===== config.mk =====
export PLATFORM = sky130hd
export DESIGN_NAME = i2s_master_ctrl
export DESIGN_NICKNAME = d
export VERILOG_FILES = /design/src/rtl/i2s_master_ctrl_pkg.sv /design/src/rtl/i2s_sck_div.sv /design/src/rtl/i2s_master_ctrl.sv
export SDC_FILE = /design/constraint.sdc
export NUM_CORES = 1
export LEC_CHECK = 0
export ABC_AREA = 1
export CAP_MARGIN = 10
export CORE_MARGIN = 8
export CORE_UTILIZATION = 34
export DETAILED_ROUTE_END_ITERATION = 7
export GPL_TIMING_DRIVEN = 0
export HOLD_SLACK_MARGIN = 0.1
export PLACE_DENSITY = 0.5
export SKIP_LAST_GASP = 1
export SLEW_MARGIN = 30
export SYNTH_ARGS = -nofsm -noshare
export SYNTH_HDL_FRONTEND = slang
export SYNTH_HIERARCHICAL = 1
export SYNTH_SLANG_ARGS = --single-unit
export TNS_END_PERCENT = 30

===== constraint.sdc =====
create_clock -name M_AXIS_ACLK -period 2.3 [get_ports M_AXIS_ACLK]
set_input_delay 0.345 -clock M_AXIS_ACLK [delete_from_list [all_inputs] [get_ports M_AXIS_ACLK]]
set_output_delay 0.345 -clock M_AXIS_ACLK [all_outputs]
set_load 0.005 [all_outputs]

===== src/rtl/i2s_master_ctrl_pkg.sv =====
// Shared definitions for the I2S bus-master sequencer: FSM encoding and
// the number of flush sck cycles emitted after the last frame.
package i2s_master_ctrl_pkg;

    typedef enum logic [1:0] {
        ST_IDLE  = 2'd0,
        ST_RUN   = 2'd1,
        ST_DRAIN = 2'd2,
        ST_TAIL  = 2'd3
    } state_t;

    // Full sck cycles generated after the final frame so the receiver can
    // shift out its last right-channel word before sck parks low.
    localparam int unsigned TAIL_CYCLES = 2;

endpackage


===== src/rtl/i2s_sck_div.sv =====
// sck generator: div_cnt counts 0..div_i, and on reaching div_i sck toggles
// and the counter reloads. rise_o/fall_o are high in the aclk cycle whose
// closing edge performs the corresponding toggle. With run_i low the
// counter and sck are parked at 0.
module i2s_sck_div #(
    parameter int DIV_WIDTH = 8
) (
    input  logic                 clk_i,
    input  logic                 rst_ni,
    input  logic                 run_i,
    input  logic [DIV_WIDTH-1:0] div_i,
    output logic                 sck_o,
    output logic                 rise_o,
    output logic                 fall_o
);

    logic [DIV_WIDTH-1:0] div_cnt_q, div_cnt_d;
    logic                 sck_q, sck_d;
    logic                 toggle;

    // Next-state for the divider and toggle strobes.
    always_comb begin
        toggle    = run_i && (div_cnt_q == div_i);
        rise_o    = toggle && !sck_q;
        fall_o    = toggle && sck_q;
        div_cnt_d = div_cnt_q + DIV_WIDTH'(1);
        sck_d     = sck_q;
        if (!run_i) begin
            div_cnt_d = '0;
            sck_d     = 1'b0;
        end else if (toggle) begin
            div_cnt_d = '0;
            sck_d     = !sck_q;
        end
    end

    // Divider registers, cleared asynchronously.
    always_ff @(posedge clk_i or negedge rst_ni) begin
        if (!rst_ni) begin
            div_cnt_q <= '0;
            sck_q     <= 1'b0;
        end else begin
            div_cnt_q <= div_cnt_d;
            sck_q     <= sck_d;
        end
    end

    assign sck_o = sck_q;

endmodule


===== src/rtl/i2s_master_ctrl.sv =====
// I2S bus-master sequencer. Produces sck/ws from M_AXIS_ACLK with a divider
// and slot length latched at start, counts completed frames, and on stop
// finishes the current stereo frame followed by a short flush tail.
// state_dbg exposes the FSM state for observation.
module i2s_master_ctrl
    import i2s_master_ctrl_pkg::*;
#(
    parameter int DIV_WIDTH  = 8,
    parameter int SLOT_MAX   = 32,
    parameter int FCNT_WIDTH = 16
) (
    input  logic                           M_AXIS_ACLK,
    input  logic                           M_AXIS_ARESETN,
    input  logic                           enable,
    input  logic [DIV_WIDTH-1:0]           div,
    input  logic [$clog2(SLOT_MAX+1)-1:0]  slot_bits,
    output logic                           sck,
    output logic                           ws,
    output logic                           running,
    output logic                           frame_start,
    output logic [FCNT_WIDTH-1:0]          frame_count,
    output logic [1:0]                     state_dbg
);

    localparam int SW = $clog2(SLOT_MAX + 1);
    localparam int BW = $clog2(2 * SLOT_MAX);

    state_t                state_q, state_d;
    logic [DIV_WIDTH-1:0]  div_l_q, div_l_d;
    logic [SW-1:0]         slot_l_q, slot_l_d;
    logic [BW-1:0]         bit_cnt_q, bit_cnt_d;
    logic [1:0]            tail_cnt_q, tail_cnt_d;
    logic                  ws_q, ws_d;
    logic                  frame_start_q, frame_start_d;
    logic [FCNT_WIDTH-1:0] frame_count_q, frame_count_d;

    logic                  sck_rise, sck_fall;
    logic [BW-1:0]         half_last, frame_last;
    logic [DIV_WIDTH-1:0]  div_clamped;
    logic [SW-1:0]         slot_clamped;

    i2s_sck_div #(
        .DIV_WIDTH (DIV_WIDTH)
    ) u_sck_div (
        .clk_i  (M_AXIS_ACLK),
        .rst_ni (M_AXIS_ARESETN),
        .run_i  (state_q != ST_IDLE),
        .div_i  (div_l_q),
        .sck_o  (sck),
        .rise_o (sck_rise),
        .fall_o (sck_fall)
    );

    // Config clamping and bit-counter limits derived from the latched slot.
    always_comb begin
        div_clamped  = (div == '0) ? DIV_WIDTH'(1) : div;
        slot_clamped = slot_bits;
        if (slot_bits < SW'(2)) begin
            slot_clamped = SW'(2);
        end else if (slot_bits > SW'(SLOT_MAX)) begin
            slot_clamped = SW'(SLOT_MAX);
        end
        // bit_cnt value on the last bit of the left slot / of the frame.
        half_last  = BW'(slot_l_q) - BW'(1);
        frame_last = BW'({slot_l_q, 1'b0}) - BW'(1);
    end

    // FSM next-state, bit counter, ws and frame statistics.
    always_comb begin
        state_d       = state_q;
        div_l_d       = div_l_q;
        slot_l_d      = slot_l_q;
        bit_cnt_d     = bit_cnt_q;
        tail_cnt_d    = tail_cnt_q;
        ws_d          = ws_q;
        frame_start_d = 1'b0;
        frame_count_d = frame_count_q;

        case (state_q)
            ST_IDLE: begin
                ws_d       = 1'b0;
                bit_cnt_d  = '0;
                tail_cnt_d = '0;
                if (enable) begin
                    div_l_d       = div_clamped;
                    slot_l_d      = slot_clamped;
                    state_d       = ST_RUN;
                    frame_start_d = 1'b1;
                end
            end

            ST_RUN, ST_DRAIN: begin
                if (state_q == ST_RUN && !enable) begin
                    state_d = ST_DRAIN;
                end
                if (sck_fall) begin
                    if (bit_cnt_q == frame_last) begin
                        bit_cnt_d     = '0;
                        ws_d          = 1'b0;
                        frame_count_d = frame_count_q + FCNT_WIDTH'(1);
                        if (state_q == ST_RUN && enable) begin
                            frame_start_d = 1'b1;
                        end else begin
                            // Stop requested: this wrap closes the last frame.
                            state_d    = ST_TAIL;
                            tail_cnt_d = '0;
                        end
                    end else begin
                        bit_cnt_d = bit_cnt_q + BW'(1);
                        if (bit_cnt_q == half_last) begin
                            ws_d = 1'b1;
                        end
                    end
                end
            end

            ST_TAIL: begin
                ws_d = 1'b0;
                if (sck_fall) begin
                    if (tail_cnt_q == 2'(TAIL_CYCLES - 1)) begin
                        tail_cnt_d = '0;
                        state_d    = ST_IDLE;
                    end else begin
                        tail_cnt_d = tail_cnt_q + 2'd1;
                    end
                end
            end

            default: begin
                state_d = ST_IDLE;
            end
        endcase
    end

    // State and datapath registers, cleared asynchronously.
    always_ff @(posedge M_AXIS_ACLK or negedge M_AXIS_ARESETN) begin
        if (!M_AXIS_ARESETN) begin
            state_q       <= ST_IDLE;
            div_l_q       <= '0;
            slot_l_q      <= '0;
            bit_cnt_q     <= '0;
            tail_cnt_q    <= '0;
            ws_q          <= 1'b0;
            frame_start_q <= 1'b0;
            frame_count_q <= '0;
        end else begin
            state_q       <= state_d;
            div_l_q       <= div_l_d;
            slot_l_q      <= slot_l_d;
            bit_cnt_q     <= bit_cnt_d;
            tail_cnt_q    <= tail_cnt_d;
            ws_q          <= ws_d;
            frame_start_q <= frame_start_d;
            frame_count_q <= frame_count_d;
        end
    end

    // sck_rise is part of the divider interface but not needed here.
    logic unused_rise;
    assign unused_rise = sck_rise;

    assign ws          = ws_q;
    assign running     = (state_q != ST_IDLE);
    assign frame_start = frame_start_q;
    assign frame_count = frame_count_q;
    assign state_dbg   = state_q;

endmodule


== Yosys cells after proc, flatten, opt, wreduce, memory -nomap -nowiden ==
Index checks and enable logic that the tools add are counted.
Cells by class
  $add $sub $neg: 6
  muxes and demuxes: 33
  order comparisons: 2
  eq/ne operators: 15
  reduce and logical (&&, ||, !) cells: 18
Operators by type and width (number)
  2-bit two-way mux: 12
  6-bit two-way mux: 4
  8-bit two-way mux: 3
  16-bit by 1-bit adder with 16-bit output, second input constant: 1
  2-bit != test, second input constant: 7
  6-bit equality test: 2
  2-bit one-hot mux with 3 select lines: 2
  6-bit one-hot mux with 2 select lines: 1
  6-bit by 1-bit subtractor with 6-bit output, second input constant: 2
  1-bit two-way mux: 9
  8-bit by 1-bit adder with 8-bit output, second input constant: 1
  8-bit equality test: 1
  8-bit zero test: 1
  6-bit by 1-bit adder with 6-bit output, second input constant: 1
  6-bit > comparator, second input constant: 1
  6-bit by 2-bit < comparator with 1-bit output, second input constant: 1
  2-bit AND reduction: 3
  3-bit AND reduction: 2
  2-bit by 1-bit equality test with 1-bit output, second input constant: 2
  2-bit equality test, second input constant: 2
  1-bit logical AND: 4
  1-bit one-hot mux with 2 select lines: 2
  4-bit AND reduction: 1
  2-bit nonzero test: 2
  other kinds (5): 7
Storage, ports and cells
  flip-flop bits (word level): 51
  word-level logic and storage cells: 84

== Longest topological paths before layout ==
  depth in word-level cells: 7
  mapped depth: 18
  gate-level depth less buffers: 18

== Cells and area by module ==
Netlist, hierarchy kept.
Modules (own cells, without submodules)
  i2s_master_ctrl: times used 1, cells an instance 336, area an instance 2516.2 sq um, sequential area each 1051.0 sq um
  i2s_sck_div: times used 1, cells an instance 104, area an instance 645.6 sq um, sequential area each 225.2 sq um

== Least setup slack after synthesis ==
OpenSTA, ideal clock, no wires.
  kind: reg-to-reg
  from: register state_q[0], in the netlist state_dbg[0]
  to: register bit_cnt_q[4]
  slack: 0.190 ns
  period minus slack after synthesis: 2.110 ns
  path buffers: 0
  stages on the path, launching flop included: 13
  data arrival time: 2.033 ns
  cells stage by stage: dfrtp_1 -> inv_1 -> ha_1 -> inv_1 -> nand2_1 -> nor2_1 -> nor2_1 -> a21oi_2 -> nand2_1 -> nor2_1 -> nand2_1 -> xor2_1 -> a21oi_1
Between the ends
  cells in the longest elaborated chain, start to end: 5
RTL lines
  start: declaration: RTL line i2s_master_ctrl.sv:28  | state_t state_q, state_d;
  start signal: assignment: RTL line i2s_master_ctrl.sv:147  | state_q <= state_d;
  2-bit nonzero test
  net running: RTL line i2s_master_ctrl.sv:19  | output logic running,
  1-bit logical AND: RTL line i2s_sck_div.sv:23  | toggle = run_i && (div_cnt_q == div_i);
  1-bit logical AND: RTL line i2s_sck_div.sv:25  | fall_o = toggle && sck_q;
  net sck_fall: RTL line i2s_master_ctrl.sv:37  | logic sck_rise, sck_fall;
  2-bit != test (no line)
  2-bit AND reduction (no line)
  end signal: assignment: RTL line i2s_master_ctrl.sv:150  | bit_cnt_q <= bit_cnt_d;
  end: declaration: RTL line i2s_master_ctrl.sv:31  | logic [BW-1:0] bit_cnt_q, bit_cnt_d;
The timed path passes the listed nets, and every way through them passes these cells.
A chain may end at the register's enable or synchronous reset.

== Final worst setup path ==
  from: register state_q[0], in the netlist state_dbg[0]
  to: output running
Between the ends
  cells in the longest elaborated chain, start to end: 1
RTL lines
  2-bit nonzero test: RTL line i2s_master_ctrl.sv:163  | assign running = (state_q != ST_IDLE);
  end: declaration: RTL line i2s_master_ctrl.sv:19
Every way passes these cells.

==> impl_metrics.csv <==
group,metric,value,unit
outcome,status,"complete, no violations",
run,maxCapViolations,0,
yosys,syn_inst,439,
clocking,numCtsBuffers,5,
sta,fin_crit_sh,0.910,
routing,avgRoutedWirePerCell,12.6,um
placed_design,dpl.hpwl,5.76,mm
final_layout,diodes,0,
sta,finalHoldViolCount,0,
grt,gr-usage-all-layers,0.124,
worst_setup_path,required,1.96,ns
die,core.rowCount,35,
placed_design,gp_congestion,0.843,
yosys,netlist_area,3160,um^2
die,io_pins,39,
sta,fmax,0.478,GHz
clocking,h-tree-depth,2,
grt,antenna_found_initial,0,
grt,grt_pass1_vias,2739,
sta,rsz0062_at_grt,"yes",
final_layout,final_area,3830,um^2
routing,totalWireLength,7.57,mm
final_layout,multi_input_area,1640,um^2
die,die_h,112,um
min_path,hold_path.class,"in -> async",
grt,grt_max_degree,31,
worst_setup_path,crit_chain,"inv_1, ha_1, inv_2, clkdlybuf4s50_1",
routing,drc,0,
worst_setup_path,reg2reg_to,"ws",
final_layout,area_delta_synth_final,21.4,%
die,die-area,12600,um^2
final_layout,finalNonFillerCells,602,
routing,dr.pass1.iters,4,
sta,period_needed,2.09,ns
pwr,power_density,1020,nW/um^2
worst_setup_path,critPathMaxFanout,7,
sta,worstMarginPinSlew,0.522,ns
yosys,yosys_warnings,6,
final_layout,final-seq-area,1280,um^2
worst_setup_path,r2r-start,"state_dbg[0]",
clocking,path_clk_slew,0.09,ns
worst_setup_path,rr_worst_depth,15,
worst_setup_path,r2r_slack,0.22,ns
final_layout,drive_gt1_frac,0.0713,
worst_setup_path,start_kind,"register",
worst_setup_path,critPathKind,"reg -> out",
worst_setup_path,cp.arrival,1.75,ns
yosys,syn_avg_cell_area,7.19,um^2
clocking,cts_max_path_buffers,2,
worst_setup_path,worstSetupEndpointType,"primary output",
placed_design,dpl_cell_area,3690,um^2
final_layout,fillers,981,
worst_setup_path,cpPeakStageDelay,0.54,ns
clocking,worstSkewPairLatency,0.31,ns
clocking,cts.sinks,51,
pwr,vdd_drop_max,0.000281,V
sta,timing.hold.ws,0.472,ns
routing,drt.antenna.violating_nets,0,
sta,drv_slew,0,
grt,grt.overflow.total,0,
die,start_util,0.347,
die,dieWidth,112,um
final_layout,fin_util,0.421,
routing,vias,2775,
yosys,synth.net_count,463,
sta,fin_skew,0.00991,ns
clocking,cts_tree,"built",
routing,initialDrtViolationCount,148,
worst_setup_path,cp_slowest_cell,"clkdlybuf4s50_1",
grt,grt_pass1_wl,13.0,mm
clocking,root_buffer,"clkbuf_8",
final_layout,nets,514,
placed_design,port_buffers,38,
die,core_area,9110,um^2
routing,drt-vias-per-instance,4.61,
pwr,p_leak,0.00189,uW
sta,setup_viol,0,
placed_design,dp_cells,589,
sta,slew_headroom,0.652,
## layout make-up
class,count,share of cell area
tap,111,0.0362
inverter,59,0.0578
clock buffer,7,0.0199
timing repair buffer,44,0.114
buffer,6,0.00979
clock inverter,1,0.00131
multi-input combinational,323,0.427
sequential,51,0.334
## metrics by stage
step           power [uW]  setup WS (ns)  TNS, ns
6_report             3930          0.208        0
4_1_cts              3960          0.107        0
3_3_place_gp         3280         -0.878   -45.38
3_5_place_dp         3310         -0.291   -0.912
2_1_floorplan        2760          0.190        0
5_1_grt              4340        -0.0261  -0.0261
## repair_timing
action	4_1_cts	5_1_grt
gates resized for setup	4	3
setup buffers	2	2
hold buffers	1	0
pin swaps	0	0
setup endpoints to repair	17	11
endpoints found under the hold margin	21	0
## power by group
group	internal [uW]	total (uW)	switching (uW)
Sequential	1110	1320	207
Combinational	779	2090	1310
Clock	215	523	308
Total	2100	3930	1820
## state kept, by name (all words and copies together) (netlist names)
name and cells:
u_sck_div/div_cnt_q 8, bit_cnt_q 6, frame_count 16, slot_l_q 6, tail_cnt_q 2, frame_start 1
u_sck_div/sck_o 1, ws 1, div_l_q 8, state_dbg 2
## critical path, delay by kind of cell (launching register included)
family / cells / cell delay, ns
flip-flops: 1 / 0.44
buffers and inverters: 3 / 0.78
adder cells (fa/ha/maj): 1 / 0.22
## routing by layer
metal | vias up | GRT usage | routed length (um)
li1 | 1465 | - | -
met1 | 1262 | 0.158 | 3810
met2 | 41 | 0.197 | 3290
met3 | 7 | 0.0370 | 373
met4 | 0 | 0.0405 | 87
met5 | - | 0 | 0
## worst max path at each step
stage	startpoint	endpoint	slack, ns	depth (start not counted)
CTS	state_dbg[1]	ws	0.11	15
floorplan	state_dbg[0]	bit_cnt_q[4]	0.19	12
global route	u_sck_div/div_cnt_q[6]	ws	-0.03	18
global placement	M_AXIS_ARESETN	frame_count[11]	-0.88	1
finish	state_dbg[0]	running	0.21	4
detailed placement	state_dbg[0]	bit_cnt_q[4]	-0.29	12
## cell usage in the layout, fill, tap and decap left out, drive strengths merged
cell type,instances
nand4,7
a41oi,1
o22ai,3
xnor2,14
clkdlybuf4s50,37
o21ai,12
inv,59
a22oi,1
nor3,5
xor2,15
nand2,148
nor2,54
nand3b,2
clkinv,1
nor4,1
dlygate4sd3,1
clkbuf,11
ha,7
a21oi,12
nand3,41
buf,8
dfrtp,51
(Power assumes the default switching activity.)
